$ cat config.mk
export PLATFORM = sky130hd
export DESIGN_NAME = mem_ctrl_flat
export DESIGN_NICKNAME = d
export VERILOG_FILES = /design/src/rtl/mem_ctrl_if.sv /design/src/rtl/mem_ctrl.sv /design/src/flat_wrapper.sv
export SDC_FILE = /design/constraint.sdc
export NUM_CORES = 1
export LEC_CHECK = 0
export CORE_ASPECT_RATIO = 1.75
export CORE_UTILIZATION = 47
export DETAILED_ROUTE_END_ITERATION = 16
export DONT_BUFFER_PORTS = 1
export SYNTH_ARGS = -nofsm -noshare
export SYNTH_HDL_FRONTEND = slang
export SYNTH_SLANG_ARGS = --single-unit
$ cat constraint.sdc
create_clock -name clk -period 2.9 [get_ports clk]
set_clock_uncertainty 0.15 [all_clocks]
set_input_delay 0.145 -clock clk [delete_from_list [all_inputs] [get_ports clk]]
set_output_delay 0.145 -clock clk [all_outputs]
set_load 0.02 [all_outputs]
$ cat src/rtl/mem_ctrl_if.sv
// Signal bundle between the pipeline (IF fetch, MEM stage), the shared byte-wide RAM port
// and the memory controller. The controller connects through the slave modport.
interface mem_ctrl_if;
    logic        if_req;
    logic [31:0] if_addr;
    logic [31:0] if_data;
    logic        if_done;
    logic        mem_load;
    logic        mem_store;
    logic [31:0] mem_addr;
    logic [2:0]  mem_nbytes;
    logic [31:0] mem_wdata;
    logic [31:0] mem_rdata;
    logic        mem_done;
    logic [7:0]  ram_din;
    logic [7:0]  ram_dout;
    logic [31:0] ram_a;
    logic        ram_wr;

    modport master (
        output if_req, if_addr, mem_load, mem_store, mem_addr, mem_nbytes, mem_wdata, ram_din,
        input  if_data, if_done, mem_rdata, mem_done, ram_dout, ram_a, ram_wr
    );

    modport slave (
        input  if_req, if_addr, mem_load, mem_store, mem_addr, mem_nbytes, mem_wdata, ram_din,
        output if_data, if_done, mem_rdata, mem_done, ram_dout, ram_a, ram_wr
    );
endinterface

$ cat src/rtl/mem_ctrl.sv
// Byte-serial controller sharing one 8-bit synchronous RAM port between IF and MEM:
// arbitrates, splits 1-4 byte accesses into RAM cycles and assembles little-endian read data.
module mem_ctrl (
    input  logic      clk,
    input  logic      rst,
    input  logic      rdy,
    mem_ctrl_if.slave bus
);
    typedef enum logic [1:0] {S_IDLE, S_READ, S_WRITE, S_DONE} state_t;
    typedef enum logic {OWN_IF, OWN_MEM} owner_t;

    state_t      r_state, w_state_next;
    owner_t      r_owner;
    logic [31:0] r_addr, r_wdata, r_buf, r_if_data, r_mem_rdata;
    logic [2:0]  r_n, r_k;
    logic [7:0]  r_hold;
    logic        r_held;

    logic        w_take_mem;
    logic [2:0]  w_mem_n;
    logic [1:0]  w_km1;
    logic [7:0]  w_din;
    logic [31:0] w_addr_k, w_buf_next;

    assign w_take_mem = bus.mem_store | bus.mem_load;
    assign w_mem_n    = (bus.mem_nbytes > 3'd4) ? 3'd4 : bus.mem_nbytes;
    assign w_addr_k   = r_addr + {29'd0, r_k};
    assign w_km1      = r_k[1:0] - 2'd1;
    assign w_din      = r_held ? r_hold : bus.ram_din;

    // NOTE: sequential state uses non-blocking assignments so every flop samples pre-edge values.
    always_ff @(posedge clk) begin
        if (rst)      r_state <= S_IDLE;
        else if (rdy) r_state <= w_state_next;
    end

    always_comb begin
        // NOTE: defaults first, so no path through the case leaves a signal unassigned (no latch).
        w_state_next = r_state;
        w_buf_next   = r_buf;
        bus.ram_a    = '0;
        bus.ram_dout = '0;
        bus.ram_wr   = 1'b0;
        bus.if_done  = 1'b0;
        bus.mem_done = 1'b0;
        case (r_state)
            S_IDLE: begin
                if (bus.mem_store)     w_state_next = (w_mem_n == 3'd0) ? S_DONE : S_WRITE;
                else if (bus.mem_load) w_state_next = (w_mem_n == 3'd0) ? S_DONE : S_READ;
                else if (bus.if_req)   w_state_next = S_READ;
            end
            S_READ: begin
                if (r_k < r_n)     bus.ram_a = w_addr_k;
                if (r_k != 3'd0)   w_buf_next[{w_km1, 3'b000} +: 8] = w_din;
                if (r_k == r_n)    w_state_next = S_DONE;
            end
            S_WRITE: begin
                bus.ram_a    = w_addr_k;
                bus.ram_dout = r_wdata[{r_k[1:0], 3'b000} +: 8];
                bus.ram_wr   = rdy;
                if (r_k == r_n - 3'd1) w_state_next = S_DONE;
            end
            S_DONE: begin
                bus.if_done  = (r_owner == OWN_IF);
                bus.mem_done = (r_owner == OWN_MEM);
                w_state_next = S_IDLE;
            end
            default: w_state_next = S_IDLE;
        endcase
    end

    always_ff @(posedge clk) begin
        if (rst) begin
            r_owner     <= OWN_IF;
            r_addr      <= '0;
            r_wdata     <= '0;
            r_buf       <= '0;
            r_n         <= '0;
            r_k         <= '0;
            r_hold      <= '0;
            r_held      <= 1'b0;
            r_if_data   <= '0;
            r_mem_rdata <= '0;
        end else if (!rdy) begin
            // The RAM keeps answering during a stall; keep the byte owed to the pending read.
            if (!r_held) begin
                r_hold <= bus.ram_din;
                r_held <= 1'b1;
            end
        end else begin
            r_held <= 1'b0;
            case (r_state)
                S_IDLE: begin
                    if (w_take_mem || bus.if_req) begin
                        r_owner <= w_take_mem ? OWN_MEM : OWN_IF;
                        r_addr  <= w_take_mem ? bus.mem_addr : bus.if_addr;
                        r_n     <= w_take_mem ? w_mem_n : 3'd4;
                        r_wdata <= bus.mem_wdata;
                        r_k     <= '0;
                        r_buf   <= '0;
                        if (w_take_mem && w_mem_n == 3'd0) r_mem_rdata <= '0;
                    end
                end
                S_READ: begin
                    r_buf <= w_buf_next;
                    r_k   <= r_k + 3'd1;
                    if (r_k == r_n) begin
                        if (r_owner == OWN_IF) r_if_data   <= w_buf_next;
                        else                   r_mem_rdata <= w_buf_next;
                    end
                end
                S_WRITE: begin
                    r_k <= r_k + 3'd1;
                    if (r_k == r_n - 3'd1) r_mem_rdata <= r_buf;
                end
                default: ;
            endcase
        end
    end

    assign bus.if_data   = r_if_data;
    assign bus.mem_rdata = r_mem_rdata;
endmodule

$ cat src/flat_wrapper.sv
// flat-port wrapper written by rule: the top's interface ports become plain ports
module mem_ctrl_flat 
  (clk, rst, rdy, bus_if_req, bus_if_addr, bus_mem_load, bus_mem_store, bus_mem_addr, bus_mem_nbytes, bus_mem_wdata, bus_ram_din, bus_if_data, bus_if_done, bus_mem_rdata, bus_mem_done, bus_ram_dout, bus_ram_a, bus_ram_wr);
  mem_ctrl_if bus_i ();
  input  logic clk;
  input  logic rst;
  input  logic rdy;
  input wire logic [$bits(bus_i.if_req)-1:0] bus_if_req;
  input wire logic [$bits(bus_i.if_addr)-1:0] bus_if_addr;
  input wire logic [$bits(bus_i.mem_load)-1:0] bus_mem_load;
  input wire logic [$bits(bus_i.mem_store)-1:0] bus_mem_store;
  input wire logic [$bits(bus_i.mem_addr)-1:0] bus_mem_addr;
  input wire logic [$bits(bus_i.mem_nbytes)-1:0] bus_mem_nbytes;
  input wire logic [$bits(bus_i.mem_wdata)-1:0] bus_mem_wdata;
  input wire logic [$bits(bus_i.ram_din)-1:0] bus_ram_din;
  output wire logic [$bits(bus_i.if_data)-1:0] bus_if_data;
  output wire logic [$bits(bus_i.if_done)-1:0] bus_if_done;
  output wire logic [$bits(bus_i.mem_rdata)-1:0] bus_mem_rdata;
  output wire logic [$bits(bus_i.mem_done)-1:0] bus_mem_done;
  output wire logic [$bits(bus_i.ram_dout)-1:0] bus_ram_dout;
  output wire logic [$bits(bus_i.ram_a)-1:0] bus_ram_a;
  output wire logic [$bits(bus_i.ram_wr)-1:0] bus_ram_wr;
  assign bus_i.if_req = bus_if_req;
  assign bus_i.if_addr = bus_if_addr;
  assign bus_i.mem_load = bus_mem_load;
  assign bus_i.mem_store = bus_mem_store;
  assign bus_i.mem_addr = bus_mem_addr;
  assign bus_i.mem_nbytes = bus_mem_nbytes;
  assign bus_i.mem_wdata = bus_mem_wdata;
  assign bus_i.ram_din = bus_ram_din;
  assign bus_if_data = bus_i.if_data;
  assign bus_if_done = bus_i.if_done;
  assign bus_mem_rdata = bus_i.mem_rdata;
  assign bus_mem_done = bus_i.mem_done;
  assign bus_ram_dout = bus_i.ram_dout;
  assign bus_ram_a = bus_i.ram_a;
  assign bus_ram_wr = bus_i.ram_wr;
  mem_ctrl u_core (.clk(clk), .rst(rst), .rdy(rdy), .bus(bus_i));
endmodule
# --- After elaboration in Yosys (flattened, before gate mapping) ---
# Cells that the tools add are included.
# Widths: inputs -> output; s select.
word_totals:
  out_inout_bits: 107
  register_bits: 178
classes:
  addsub: 5
  n_eq_ne: 11
  bitwise_logic: 2
  shifts: 3
  n_mux: 32
  n_lt_le_gt_ge: 2
  reduce_logical: 15
ops:
  columns: ["op", "count"]
  rows:
  - ["$mux 32", 9]
  - ["$pmux 32 s2", 2]
  - ["$pmux 32 s3", 1]
  - ["$add 32x3->32", 1]
  - ["$bwmux 32", 1]
  - ["$shift 8x7->32 const A", 1]
  - ["$shiftx 32x6->8", 1]
  - ["$shiftx 8x7->32", 1]
  - ["$mux 8", 2]
  - ["$mux 2", 6]
  - ["$ne 2x1->1 const B", 5]
  - ["$mux 3", 3]
  - ["$reduce_and 3->1", 3]
  - ["$pmux 2 s4", 1]
  - ["$reduce_and 4->1", 2]
  - ["$neg 5->7", 1]
  - ["$reduce_and 7->1", 1]
  - ["$eq 3x3->1", 2]
  - ["$mux 1", 6]
  - ["$pmux 3 s2", 1]
  - ["$reduce_bool 3->1", 2]
  - ["$eq 2x2->1 const B", 2]
  - ["$ne 4x4->1 const B", 1]
  - ["$reduce_bool 2->1", 2]
  - ["other kinds (13)", 13]

# --- Depth between registers and ports, before layout ---
# Gate-level depths: netlist (run 1).
logic_depth:
  ltp_word: 8
  mapped_depth: 9

# --- Worst setup path before layout (run 1) ---
# Ideal clock, no wire load.
synth_path:
  path_kind: "reg2out"
  from: "register u_core.r_k[1]"
  to: "output bus_ram_a[22]"
  stages_incl_launch_ff: 8
  required_time_ps: 2605
  slack_ps: -336
  arrival_ps: 2941
  cell_sequence: "dfxtp_1 clkbuf_1 inv_1 fa_1 nand2b_1 a2111o_1 or4_1 a21oi_1"
synth_between:
  elab_chain_len: 3
synth_lines:
  columns: ["element", "line", "rtl"]
  rows:
  - ["start: declaration", "mem_ctrl.sv:15", "logic [2:0] r_n, r_k;"]
  - ["start signal: assignment", "mem_ctrl.sv:106", "r_k <= r_k + 3'd1;"]
  - ["start signal: assignment", "mem_ctrl.sv:113", "r_k <= r_k + 3'd1;"]
  - ["$add 32x3->32 or $lt 3x3->1 (tied branches)", "mem_ctrl.sv:27, mem_ctrl.sv:53", null]
  - ["$mux 32", "mem_ctrl.sv:53", "if (r_k < r_n) bus.ram_a = w_addr_k;"]
  - ["$pmux 32 s2 *", "mem_ctrl.sv:46", "case (r_state)"]
  - ["end: declaration", "flat_wrapper.sv:21", "output wire logic [$bits(bus_i.ram_a)-1:0] bus_ram_a;"]
# Mark *: on every way between the ends. The rest lies on a longest branch, timed or not.

# --- Worst setup path after layout (run 1) ---
layout_path:
  from: "register u_core.r_k[0]"
  to: "output bus_ram_a[22]"
# Same word-level chain as after synthesis.

==> metrics.txt, run 1 <==
final hold vios=0; Placer Congestion=0.8443; violated checks=negative setup slack; # DRC=0; Hold WC Path Type=in -> reg; most numerous cell in the Yosys netlist=dfxtp_1; commonest cells in the netlist=dfxtp_1, nand2_1, nor2_1, a21oi_1; critical path endpoint category=output port; Setup TNS Final=-2.025 ns; worst setup margin=-0.1852 ns; static leakage=0.004094 µW; # setup viols final=20; post-layout min period=approximately 3 ns; Final Max Tran Viols=0; Synth Flop Type=dfxtp_1; I/O Buffers=0; Final nets=~1400; critical path peak fanout=5; YS warnings=0; Max Root-Sink Buffers=2; Via Count=9393; Critical Path RT=roughly 2.6 ns; Mapped Cells=1188; Die Y=191.0 µm; fin crit share=106.4%; RSZ-0062 raised after global routing=yes; Worst slew margin=between 20 and 25%; syn_nets=1321; first-pass iteration count of the detailed router=5; clk root buf=clkbuf_16; worst-skew pair later-pin latency=0.44 ns; power per cell area=555.3 nW/µm²; register area share after synthesis=37.15%; routed vias/inst=6.052; diode count=0; CTS buffer count=17; largest net degree at the start of global routing=145; post-synth cell types=60; Layout area overhead=26.59%; Max Cap Viol=0; Die Area=between 20000 and 25000 µm²; antenna viol nets, final=0; # rows=68; Overall Global Routing Usage=29.53%; top cells by area, synth=dfxtp_1, nand2_1, nor2_1; Inst Count DP=1396; wire per inst=20.32 µm; largest area contributor in the netlist=dfxtp_1; Final Non-Filler Cells=roughly 1600; Yosys top cell area share=37.15%; Seq cells post-synth=178; Max Clock Freq=around 320 MHz; Core Box Area=slightly below 20000 µm²; Worst-Margin Slew=1.167 ns; CTS H-tree depth=4; CTS tree=yes; FFs w/ async S/R, synth=0%; vias in the first global route=8862; DP Worst Slack=0.1177 ns; first-pass GRT wire length=47350 µm; hpwl dp=about 20000 µm; synthesized cell area=9593 µm²; Clock transition at path regs=0.07 ns; share of layout cells above drive strength 1=around 15%; routed wire length=31530 µm; number of synthesized flops with an enable pin=0; First DRT Iteration DRCs=659; initial antenna violation count=0; CTS Sinks=roughly 180; num ports=220; syn_area_per_cell=8.075 µm²; status=finished with violations; global route total overflow=0; Worst VDD drop=0.4711 mV; crit path DAT=2.79 ns; nature of the critical path startpoint=register; Starting Density=~48%; crit path kind=reg -> out; die width=around 110 µm
cells in the final DEF (no fill, tap or decap), drive strengths merged, types with 9 or more instances in the layout:
master / synthesis / layout
mux2: 16 / 16
or4: 11 / 11
a21boi: 25 / 25
a21oi: 98 / 98
mux2i: 25 / 25
clkbuf: 83 / 18
and2: 10 / 10
inv: 30 / 38
buf: 25 / 86
dfxtp: 178 / 178
a32oi: 24 / 24
o31ai: 26 / 26
ha: 19 / 19
o21ai: 83 / 83
nand3: 40 / 40
a311oi: 32 / 32
nand2: 135 / 135
xnor2: 9 / 9
nor3: 13 / 13
o311ai: 17 / 17
a211oi: 46 / 46
dlygate4sd3: 0 / 107
or3: 9 / 9
nor4: 33 / 33
nor2: 133 / 133
state kept, by name, indices dropped and copies added (netlist names), 2 cells and up:
register,flops
u_core.bus.if_data,32
u_core.bus.mem_rdata,32
u_core.r_addr,32
u_core.r_buf,32
u_core.r_wdata,32
u_core.r_hold,8
u_core.r_k,3
u_core.r_n,3
u_core.r_state,2
critical path, stage by stage (launching register included):
cell,delay [ns]
dfxtp_2,0.36
ha_4,0.14
inv_2,0.03
fa_2,0.33
nand2b_4,0.15
a2111o_1,0.45
buf_6,0.18
or4_4,0.49
a21oi_4,0.21
cell families (layout without fill, tap and decap cells):
| logic type | after synthesis | after routing | share of synthesized area [%] |
|---|---|---|---|
| AND/OR/NAND/NOR | 421 | 421 | 20.40 |
| flip-flops | 178 | 178 | 37.15 |
| adder cells (fa/ha/maj) | 20 | 20 | 2.687 |
| XOR/XNOR | 12 | 12 | 1.239 |
| AO/OA/AOI/OAI | 368 | 368 | 25.94 |
| buffers and inverters | 140 | 259 | 6.222 |
| multiplexers | 49 | 49 | 6.365 |
final timing paths:
| check | startpoint | endpoint | slack, ns | cells after the start |
|---|---|---|---|---|
| worst max-delay path | u_core.r_k[0]$_SDFFE_PP0P_ | bus_ram_a[22] | -0.19 | 8 |
| worst min-delay path | rst | u_core.r_state[1]$_SDFFE_PP0P_ | 0.01 | 2 |
| worst max register to register | u_core.r_k[0]$_SDFFE_PP0P_ | u_core.bus.if_data[17]$_SDFFE_PP0P_ | 0.18 | 9 |
| worst min register to register | u_core.r_wdata[25]$_SDFFE_PP0P_ | u_core.r_wdata[25]$_SDFFE_PP0P_ | 0.30 | 2 |
final cells by class:
type / instances / area [µm²]
fillers: 1765 / 7680
multi-input cells: 870 / 5683
flip-flops and latches: 178 / 3567
repair buffers: 195 / 1897
clock buffers: 18 / 429.2
well taps: 245 / 306.5
clock inverters: 14 / 141.4
inverters: 32 / 120.1
stage by stage:
step | hold slack [ns] | total power [µW] | utilization, % | instance area [µm²]
2_1_floorplan | 0.1310 | 3849 | - | 9633
3_3_place_gp | 0.07869 | 4187 | 50.92 | 10090
3_5_place_dp | 0.08007 | 4201 | 50.92 | 10090
4_1_cts | 0.008665 | 6736 | 60.38 | 11970
5_1_grt | 0.03464 | 7044 | 61.26 | 12140
6_report | 0.01422 | 6744 | 61.26 | 12140
routing by layer:
layer / vias up / track usage (%) / wire length [µm]
met3: 62 / 6.580 / 2062
met5: - / 0 / 0
met4: 0 / 13.18 / 1220
met2: 314 / 51.27 / 15850
met1: 4444 / 33.87 / 12400
li1: 4573 / - / -
where the power goes:
group / leakage (µW) / internal (µW) / total [µW] / switching (µW)
clock: 0.000279 / 1210 / 2270 / 1060
sequential: 0.00145 / 2620 / 2830 / 207
combinational: 0.00236 / 661 / 1640 / 979
total: 0.00409 / 4490 / 6740 / 2250
timing repair:
action,CTS,global route
pin swaps,12,7
gates cloned,1,1
endpoints found under the hold margin,150,0
gates resized for setup,27,36
buffers inserted,7,5
hold buffers,110,0
setup endpoints to repair,19,52
Note: power is estimated with default switching activity, not from simulation.
==> run 2, diff against run 1 <==
Settings changed: ABC_AREA from default to 1.
==> metrics.txt, run 2 <==
wire per inst=15.84 µm; hpwl dp=about 19000 µm; Critical Path RT=3.13 ns; slowest CP cell=dlygate4sd3_1; most numerous cell in the Yosys netlist=nand2_1; initial antenna violation count=0; worst path cell trace=inv_1 > ha_1 > inv_2 > nor2_1 > nand2_1 > nand2_2 > nor2_4 > buf_6 > o21ai_0 > a31oi_1 > dlygate4sd3_1; number of synthesized flops with an enable pin=0; Fill cells=1921; CTS Sinks=178; first-pass GRT wire length=44650 µm; YS warnings=0; register area share after synthesis=between 30 and 40%; routed vias/inst=5.270; most common cell after layout, fill and taps aside=nand2_1; crit path kind=reg -> reg; Max Clock Freq=356.5 MHz; Overall Global Routing Usage=28.11%; Setup TNS Final=0 ns; commonest cells in the netlist=nand2_1, dfxtp_1, nor2_1, inv_1, o21ai_0; CTS tree=yes; Final nets=approximately 1700; die width=108.8 µm; # setup viols final=0; Yosys top cell area share=37.99%; HP Start=bus_ram_din[0]; Starting Density=47.72%; synthesized cell area=9379 µm²; Via Count=9670; critical path peak fanout=48; CTS H-tree depth=4; Worst Path Buf+Inv=4; vias in the first global route=8967; Core Box Area=19650 µm²; hold slack=0.06036 ns; status=completed; Synth Flop Type=dfxtp_1; Layout area overhead=23.47%; Seq cells post-synth=178; final hold vios=0; sequential share of power=approximately 44%; final instance area=11580 µm²; routed wire length=29060 µm; Pint=4347 µW; Post-DP Area=between 9000 and 10000 µm²; Psw=between 2000 and 2500 µW; Worst VDD drop=0.4459 mV; Max Cap Viol=0; Die Area=20550 µm²; Critical Path Start=u_core.r_state[1]$_SDFFE_PP0P_; static leakage=0.004978 µW; Crit path largest cell delay=0.58 ns; multi-input logic area=4936 µm²; Mapped Cells=1466; Hold WC Path Type=in -> reg; syn_nets=1599; Final Max Tran Viols=0; # DRC=0; global route total overflow=0; Max Root-Sink Buffers=2; largest net degree at the start of global routing=103; RSZ-0062 raised after global routing=yes; I/O Buffers=0; crit path DAT=3.04 ns; post-synth cell types=35; FFs w/ async S/R, synth=0%; First DRT Iteration DRCs=631; nature of the critical path startpoint=register; diode count=0; share of layout cells above drive strength 1=9.308%; storage element area=3572 µm²; fin crit share=96.72%; critical path endpoint category=register; kind of cell adding the most delay to the critical path=buffers and inverters; Worst-Margin Slew=1.025 ns; largest area contributor in the netlist=dfxtp_1; post-layout min period=2.805 ns; worst-skew pair later-pin latency=0.44 ns; total power draw=~6500 µW; antenna viol nets, final=0; Die Y=between 150 and 200 µm; num ports=between 200 and 250; clk root buf=clkbuf_16; Clock power frac=between 30% and 40%; CTS buffer count=17; Net Sw Frac=32.65%; power per cell area=557.4 nW/µm²; Final Util=about 60%; Clock transition at path regs=approximately 0.07 ns; top cells by area, synth=dfxtp_1, nand2_1, o21ai_0; worst r2r src=u_core.r_state[1]$_SDFFE_PP0P_; combinational fraction of design power=21.8%; Worst slew margin=31.67%; first-pass iteration count of the detailed router=5; most frequent cells in the layout=nand2_1, dfxtp_1, nor2_1; Placer Congestion=~0.95; syn_area_per_cell=6.398 µm²; # rows=68
[run 2: cell types whose count changed after synthesis, sizes merged, moves of 25 or more]
| cell | previous run | this run |
|---|---|---|
| a211oi | 46 | 1 |
| a21oi | 98 | 126 |
| a311oi | 32 | 0 |
| a31oi | 3 | 32 |
| clkbuf | 83 | 46 |
| inv | 30 | 162 |
| mux2i | 25 | 0 |
| nand2 | 135 | 414 |
| nand3 | 40 | 80 |
| nor2 | 133 | 184 |
| nor4 | 33 | 0 |
| o21ai | 83 | 154 |
| o31ai | 26 | 0 |
[run 2: power groups by stage]
| stage | clock network (µW) | logic, µW | registers [µW] |
|---|---|---|---|
| finish | 2210 | 1410 | 2830 |
| global route | 2350 | 1570 | 2860 |
| CTS | 2250 | 1360 | 2830 |
| detailed placement | 0 | 1150 | 2880 |
| global placement | 0 | 1140 | 2880 |
| floorplan | 0 | 890 | 2830 |
[run 2: cell type report]
type,instances,share of cell area (%)
timing repair buffer,169,13.71
clock buffer,20,3.857
inverter,164,5.370
sequential,178,30.85
tap,245,2.647
multi-input combinational,1047,42.63
clock inverter,12,0.9400
[run 2: repair_timing]
item                                   4_1_cts  5_1_grt
resized for setup                            4       26
setup buffers                                2        2
endpoints found under the hold margin      176        0
pin swaps                                    4        7
cloned                                       0        1
setup endpoints to repair                    6       54
hold buffers                               107        0
[run 2: layer usage]
layer | routed length [µm] | track usage, %
met5 | 0 | 0
met4 | 1136 | 13.62
met3 | 1500 | 5.404
met2 | 15680 | 52.58
met1 | 10740 | 29.05
[run 2: path summary, 6_finish.rpt]
check / end / slack [ns] / cells after the start
min reg2reg: u_core.r_buf[4]$_SDFFE_PP0P_ / 0.33 / 2
max: u_core.r_addr[26]$_SDFFE_PP0P_ / 0.1 / 11
max reg2reg: u_core.r_addr[26]$_SDFFE_PP0P_ / 0.1 / 11
min: u_core.r_hold[0]$_SDFFE_PP0N_ / 0.06 / 6
[run 2: logic make-up after synthesis]
kind of cell    Yosys count  synth area share, %
flops                   178                37.99
xor+xnor                  3               0.2802
compound gates          317                17.88
buf+inv                 241                10.11
fa+ha+maj                20                2.748
simple gates            707                30.99
[run 2: worst min-delay path, delay by kind of cell]
| kind | cells | cell delay (ns) |
|---|---|---|
| AND/OR/NAND/NOR | 3 | 0.22 |
| buffers and inverters | 2 | 0.16 |
| AO/OA/AOI/OAI | 1 | 0.08 |
[run 2: per-stage QoR]
| stage | instances | setup slack (ns) |
|---|---|---|
| floorplan | 1466 | 0.001826 |
| global placement | 1691 | 0.4018 |
| detailed placement | 1691 | 0.3656 |
| CTS | 1832 | 0.01029 |
| global route | 1835 | -0.05179 |
| finish | 1835 | 0.09526 |
==> run 3, diff against run 2 <==
Settings changed: CTS_BUF_LIST from default to sky130_fd_sc_hd__clkbuf_16.
==> metrics.txt, run 3 (synthesis results as in run 2) <==
status=completed; num ports=220; WL met3=1415 µm; power per cell area=554.6 nW/µm²; first-pass GRT wire length=~45000 µm; first-pass iteration count of the detailed router=5; Max Cap Viol=0; Die Area=~21000 µm²; crit path DAT=2.49 ns; most frequent cells in the layout=nand2_1, dfxtp_1, nor2_1; Final Max Tran Viols=0; Critical Path RT=between 2 and 3 ns; critical path peak fanout=5; # DRC=0; Via Count=9656; hold slack=0.06046 ns; die width=108.8 µm; diode count=0; Worst slew margin=32.32%; # setup viols final=0; Max Clock Freq=about 360 MHz; Crit path largest cell delay=0.38 ns; wire per inst=between 15 and 20 µm; Worst-Margin Slew=between 1 and 1.5 ns; Max Root-Sink Buffers=2; Worst VDD drop=0.4435 mV; # rows=68; Placer Congestion=0.9498; largest net degree at the start of global routing=103; Clock transition at path regs=0.07 ns; CTS buffer count=17; worst path cell trace=ha_4 > inv_1 > fa_2 > nor2_4 > nor2_4 > nor2_4 > nand4_1 > nor2_4 > nand3_1 > nand2_1 > nor2_1 > buf_4; CTS tree=yes; RSZ-0062 raised after global routing=yes; Core Box Area=19650 µm²; Worst Path Buf+Inv=2; routed wire length=roughly 29000 µm; Overall Global Routing Usage=between 20% and 30%; final hold vios=0; First DRT Iteration DRCs=around 600; post-layout min period=2.783 ns; most common cell after layout, fill and taps aside=nand2_1; Setup TNS Final=0 ns; critical path endpoint category=output port; share of layout cells above drive strength 1=9.239%; Final nets=1711; CTS H-tree depth=4; kind of cell adding the most delay to the critical path=simple AND/OR/NAND/NOR gates; Worst path most repeated cell=nor2_4; I/O Buffers=0; Layout area overhead=23.55%; fin crit share=95.97%; Final Util=58.96%; Inst Count DP=1691; hpwl dp=19150 µm; wl on met1=10810 µm; Final Non-Filler Cells=around 1800; metal2 WL=15710 µm; Die Y=188.9 µm; antenna viol nets, final=0; routed vias/inst=about 5.3; Post-DP Area=9783 µm²; Starting Density=47.72%; Fill cells=1914; clk root buf=clkbuf_16; final instance area=~12000 µm²; Top Metal Used=met4; static leakage=0.004989 µW; initial antenna violation count=0; nature of the critical path startpoint=register; crit path kind=reg -> out; slowest CP cell=fa_2; CTS Sinks=178; global route total overflow=0; worst-skew pair later-pin latency=around 0.44 ns; Hold WC Path Type=in -> reg; vias in the first global route=8960
[run 3: changes by cell type in the layout (fill, tap and decap cells not counted), sizes merged]
cell / before / now
clkbuf: 21 / 18
inv: 163 / 165
clkinv: 6 / 7
dlygate4sd3: 106 / 107
[run 3: layout make-up]
cell class	instances	area (µm²)	area share (%)
clock buffers	17	425.4	3.671
clock inverters	15	120.1	1.037
inverters	164	621.8	5.367
multi-input cells	1047	4936	42.60
flip-flops and latches	178	3572	30.83
well taps	245	306.5	2.645
repair buffers	170	1605	13.85
[run 3: tightest hold or removal path, cell delays in order]
cell     delay [ns]
nand2_1        0.04
nand2_1        0.13
inv_1          0.13
o21ai_0        0.08
nand2_1        0.05
inv_1          0.03
[run 3: power by group]
group	internal, µW	switching (µW)
Sequential	2640	198
Clock	1170	1010
Combinational	510	905
[run 3: layer usage]
metal | up-vias | global-route usage, %
li1 | 4911 | -
met1 | 4416 | 29.15
met2 | 270 | 52.51
met3 | 59 | 5.404
met4 | 0 | 13.72
met5 | - | 0
[run 3: per-stage QoR]
stage | setup slack [ns] | total power, µW
after floorplan | 0.001826 | 3724
after global placement | 0.4018 | 4023
final | 0.1169 | 6426
after global routing | -0.02449 | 6751
after detailed placement | 0.3656 | 4034
after CTS | 0.01029 | 6408
[run 3: worst paths after layout]
path / from / slack (ns) / depth (start not counted) / to
min reg2reg: u_core.r_buf[3]$_SDFFE_PP0P_ / 0.33 / 2 / u_core.r_buf[3]$_SDFFE_PP0P_
max reg2reg: u_core.r_state[1]$_SDFFE_PP0P_ / 0.12 / 11 / u_core.r_addr[26]$_SDFFE_PP0P_
max: u_core.r_k[0]$_SDFFE_PP0P_ / 0.12 / 12 / bus_ram_a[28]
min: bus_ram_din[0] / 0.06 / 6 / u_core.r_hold[0]$_SDFFE_PP0N_
[run 3: what timing repair did]
action                                  4_1_cts  5_1_grt
pin swaps                                     4        7
hold endpoints to repair                    176        0
resized for setup                             4       28
setup buffers                                 2        2
cloned                                        0        1
hold buffers                                108        0
endpoints found under the setup margin        6       54
